$ cat src/rtl/rsc_fetch_seq.sv
// Instruction fetch sequencer: drives PC onto the bus, latches MAR, requests memory,
// latches IR, bumps PC, then hands off to execute; HALT and FAULT are sticky until reset.
module rsc_fetch_seq (
    input  logic        clk,
    input  logic        rst,
    input  logic        run,
    input  logic [15:0] busIn,
    output logic [1:0]  pcEnables,
    output logic [15:0] marOut,
    output logic        memReq,
    input  logic        memAck,
    input  logic [15:0] memData,
    output logic [15:0] irOut,
    output logic        execStart,
    input  logic        execDone,
    output logic        halted,
    output logic        fault,
    output logic [2:0]  state,
    output logic [15:0] fetchCount
);

    typedef enum logic [2:0] {
        S_IDLE    = 3'd0,
        S_PC_OUT  = 3'd1,
        S_MEM_REQ = 3'd2,
        S_PC_INC  = 3'd3,
        S_EXEC    = 3'd4,
        S_HALT    = 3'd5,
        S_FAULT   = 3'd6
    } state_e;

    state_e      state_q, state_d;
    logic [15:0] mar_q, mar_d;
    logic [15:0] ir_q, ir_d;
    logic [15:0] cnt_q, cnt_d;
    logic [3:0]  wait_q, wait_d;
    logic        first_q, first_d;

    always_ff @(posedge clk or posedge rst) begin
        if (rst) begin
            state_q <= S_IDLE;
            mar_q   <= 16'h0000;
            ir_q    <= 16'h0000;
            cnt_q   <= 16'h0000;
            wait_q  <= 4'h0;
            first_q <= 1'b0;
        end else begin
            state_q <= state_d;
            mar_q   <= mar_d;
            ir_q    <= ir_d;
            cnt_q   <= cnt_d;
            wait_q  <= wait_d;
            first_q <= first_d;
        end
    end

    always_comb begin
        state_d = state_q;
        mar_d   = mar_q;
        ir_d    = ir_q;
        cnt_d   = cnt_q;
        wait_d  = wait_q;
        case (state_q)
            S_IDLE: if (run) state_d = S_PC_OUT;
            S_PC_OUT: begin
                mar_d   = busIn;
                wait_d  = 4'h0;
                state_d = S_MEM_REQ;
            end
            S_MEM_REQ: begin
                // An ack on the last allowed cycle still completes the fetch.
                if (memAck) begin
                    ir_d    = memData;
                    cnt_d   = (cnt_q == 16'hFFFF) ? cnt_q : cnt_q + 16'h0001;
                    state_d = S_PC_INC;
                end else if (wait_q == 4'hF) begin
                    state_d = S_FAULT;
                end else begin
                    wait_d = wait_q + 4'h1;
                end
            end
            S_PC_INC: state_d = (ir_q[15:12] == 4'hF) ? S_HALT : S_EXEC;
            S_EXEC:   if (execDone) state_d = run ? S_PC_OUT : S_IDLE;
            S_HALT:   state_d = S_HALT;
            S_FAULT:  state_d = S_FAULT;
            default:  state_d = S_IDLE;
        endcase
        // Flag the first EXEC cycle so execStart stays a registered decode.
        first_d = (state_q == S_PC_INC) && (state_d == S_EXEC);
    end

    assign state      = state_q;
    assign pcEnables  = (state_q == S_PC_OUT) ? 2'b01 :
                        (state_q == S_PC_INC) ? 2'b10 : 2'b00;
    assign memReq     = (state_q == S_MEM_REQ);
    assign execStart  = (state_q == S_EXEC) && first_q;
    assign halted     = (state_q == S_HALT);
    assign fault      = (state_q == S_FAULT);
    assign marOut     = mar_q;
    assign irOut      = ir_q;
    assign fetchCount = cnt_q;

endmodule

$ cat config.mk
export PLATFORM = sky130hd
export DESIGN_NAME = rsc_fetch_seq
export DESIGN_NICKNAME = d
export VERILOG_FILES = /design/src/rtl/rsc_fetch_seq.sv
export SDC_FILE = /design/constraint.sdc
export NUM_CORES = 1
export LEC_CHECK = 0
export ABC_AREA = 0
export CORE_UTILIZATION = 44
export DETAILED_ROUTE_END_ITERATION = 12
export PLACE_DENSITY = 0.92
export SLEW_MARGIN = 30
export SYNTH_ARGS = -nofsm -noshare
export SYNTH_HDL_FRONTEND = slang
export SYNTH_SLANG_ARGS = --single-unit
$ cat constraint.sdc
create_clock -name clk -period 2.1 [get_ports clk]
set_input_delay 0.42 -clock clk [delete_from_list [all_inputs] [get_ports clk]]
set_output_delay 0.42 -clock clk [all_outputs]
set_load 0.02 [all_outputs]
==> flow_summary.ini <==
[status]
status = finished clean

[synth]
synth-xor-area-share = 0.0424
ys_ff_latch = 56
synth_compound_area_frac = 0.0378
synth.area.mux_share = 0.0131
yosysSeqAreaShare = 0.565
synth-adder-area-share = 0.0101
synth_edf_count = 0
synth-simple-area-share = 0.306
synth_cell_type_count = 43
syn-num-nets = 295
yosys_warnings = 0
synth.area.top_cells = dfrtp_1 56%, nand2_1 16%, xor2_1 3.5%
synth_top_family_by_area = simple AND/OR/NAND/NOR gates
syn_inst = 256
synth_top_area_share = 0.565
synth-main-ff-cell = dfrtp_1
syn_avg_cell_area_um2 = 9.69
syn_area_mm2 = 0.00248
synth_top_cell_by_area = dfrtp_1
synth-async-reset-ratio = 1.00

[placement]
place.gp.congestion = 0.747
postPlaceCellArea_mm2 = 0.00356
port_buffers = 93
detailed_place_hpwl_um = 4250

[worst_setup_path]
crit_family = buffers and inverters
reg2reg_from = state[0]
path_buf_inv = 2
cp_max_fo = 12
r2r_setup_slack_ns = 0.28
path_cells = buf_4, clkdlybuf4s50_1
cp_data_required_time_ns = 1.68
cp-end-kind = output port
cp_slowest_stage_delay_ns = 0.61
crit_path_top_delay_cell = clkdlybuf4s50_1
criticalPathCategory = flop to output port
reg2reg_depth = 4
worstPathArrival_ns = 1.58
r2r_end = fetchCount[15]
cp-start-kind = flop

[power_and_ir_drop]
ir_drop_mv = 0.712
p_total_mw = 4.74
clkPwrFrac = 0.162
p_comb_frac = 0.470
p_per_area_mw_per_mm2 = 1280
p_seq_frac = 0.368
cellLeakagePower_nw = 1.81
p_sw_frac = 0.384
p_sw_mw = 1.82
p_int_mw = 2.92

[timing]
post-route-period-util = 0.951
worst_slew_pin_slew_ns = 0.480
drv_slew = 0
hold_violations = 0
fmax_ghz = 0.501
slew_headroom = 0.678
period_minus_slack_ns = 2.00
grt_setup_unrepaired = false
fin_worst_skew_ns = 0.00798
setup_viol = 0

[global_routing]
antenna_found_initial = 0
grt.overflow.total = 0
grt_pass1_vias = 2159
grt_pass1_wl_um = 9840
grt_max_degree = 22
gr-usage-all-layers = 0.210

[finish]
nets = 396
area_growth_pct = 48.8
stdcell_area_mm2 = 0.00369
diodes = 0
drive_above_1_share = 0.0894

[route]
dr.pass1.iters = 4
ant_nets = 0
drc = 0
drt_iter0_markers = 98
drt_wl_total_um = 5860
routedWlPerCell_um = 13.7
viasPerCell = 4.95
vias = 2120

[clock_network]
htree_levels = 2
cts_hold_buf = 0
root_buffer = clkbuf_8
cts_buffers = 5
clock_sinks = 56
clkSlewWorstSetupHoldPaths_ns = 0.10
cts_tree = built
cts_setup_buffers = 0
clockBufferDepth = 2
clock_latency_ns = 0.31

[floorplan]
core_area_mm2 = 0.00527
dieWidth_um = 77.1
io_pins = 94
die-height_um = 77.1
die_area_mm2 = 0.00594
fp-row-count = 26
initial_core_util = 0.471

[flow_run]
maxCapViolCount = 0

[min_path]
hold_path.class = primary input to async pin
## cell families after synthesis
family / after synthesis
AOI/OAI and AO/OA: 15
xor gates and xnor gates: 12
adders and majority gates: 2
buffers and inverters: 15
DFF: 56
muxes: 3
and+or+nand+nor: 153
## Yosys cell counts (2+ instances only)
cell type,n
a21oi_1,4
and3_1,4
buf_1,2
buf_4,2
clkbuf_1,6
dfrtp_1,56
ha_1,2
inv_1,4
mux2_1,2
nand2_1,106
nand3_1,9
nand4_1,3
nor2_1,5
nor2_2,2
nor3_1,3
nor3b_1,3
nor4_1,3
nor4b_1,2
o21ai_0,4
xnor2_1,2
xor2_1,10
## power by group through the flow
| stage | clock (mW) | sequential [mW] | combinational (mW) |
|---|---|---|---|
| 3_3_place_gp | 0 | 1.73 | 2.21 |
| 5_1_grt | 0.828 | 1.79 | 2.42 |
| 6_report | 0.769 | 1.74 | 2.23 |
| 4_1_cts | 0.775 | 1.74 | 2.26 |
| 3_5_place_dp | 0 | 1.75 | 2.26 |
| 2_1_floorplan | 0 | 2.14 | 0.767 |
## routing by layer
metal | vias to the layer above | wire (um) | track usage
met3 | 7 | 358 | 0.0548
met5 | - | 0 | 0
met4 | 0 | 73 | 0.0660
li1 | 1047 | - | -
met2 | 66 | 2940 | 0.358
met1 | 1000 | 2490 | 0.258
## how the worst max path moves through the flow
stage | from | end | slack (ns) | depth (start not counted)
final | state[0] | state[0] | 0.10 | 2
after global placement | memAck | fetchCount[15] | -0.04 | 5
after CTS | state[1] | fault | 0.008 | 3
after floorplan | state[1] | pcEnables[0] | 0.21 | 5
after global routing | state[0] | execStart | 0.04 | 2
after detailed placement | memAck | fetchCount[13] | -0.08 | 6
## area by class of cell
type                       instances  area [um2]
fill                             427        1580
sequential                        56        1400
timing repair buffer             104        1040
multi-input combinational        185        1020
clock buffer                       7        96.3
tap                               70        87.6
clock inverter                     1        30.0
inverter                           5        18.8
## cells in the final DEF, fill, tap and decap left out, types with 2 or more instances in the layout
cell type	n
nor2_1	5
nor2_2	2
dfrtp_1	54
and3_1	4
buf_12	2
a21oi_1	4
nand4_1	3
clkdlybuf4s50_1	87
xor2_1	10
nand2_1	106
buf_4	9
nor3_1	3
mux2_1	2
nand3_1	9
dlygate4sd2_1	4
nor4b_1	2
ha_1	2
clkbuf_8	7
nor3b_1	3
nor4_1	3
dfrtp_2	2
xnor2_1	2
inv_1	3
dlymetal6s2s_1	2
o21ai_0	4
## through the flow
stage / cells / setup TNS [ns] / setup slack, ns / hold WS, ns / utilization
finish: 428 / 0 / 0.102 / 0.445 / 0.700
global route: 428 / 0 / 0.0351 / 0.481 / 0.700
CTS: 428 / 0 / 0.00849 / 0.463 / 0.699
detailed placement: 420 / -0.182 / -0.0850 / 0.462 / 0.676
global placement: 420 / -0.0359 / -0.0359 / 0.456 / 0.676
floorplan: 256 / 0 / 0.208 / 0.453 / -
## flip-flops by register name, indices dropped and copies added, names as in the netlist
name        cells
first_q         1
irOut          16
marOut         16
state           3
fetchCount     16
wait_q          4
## timing repair
action / 4_1_cts / 5_1_grt
resized for setup: 6 / 2
hold endpoints to repair: 0 / 0
pin swaps: 0 / 0
endpoints found under the setup margin: 6 / 2
Note: power is estimated with default switching activity, not from simulation.
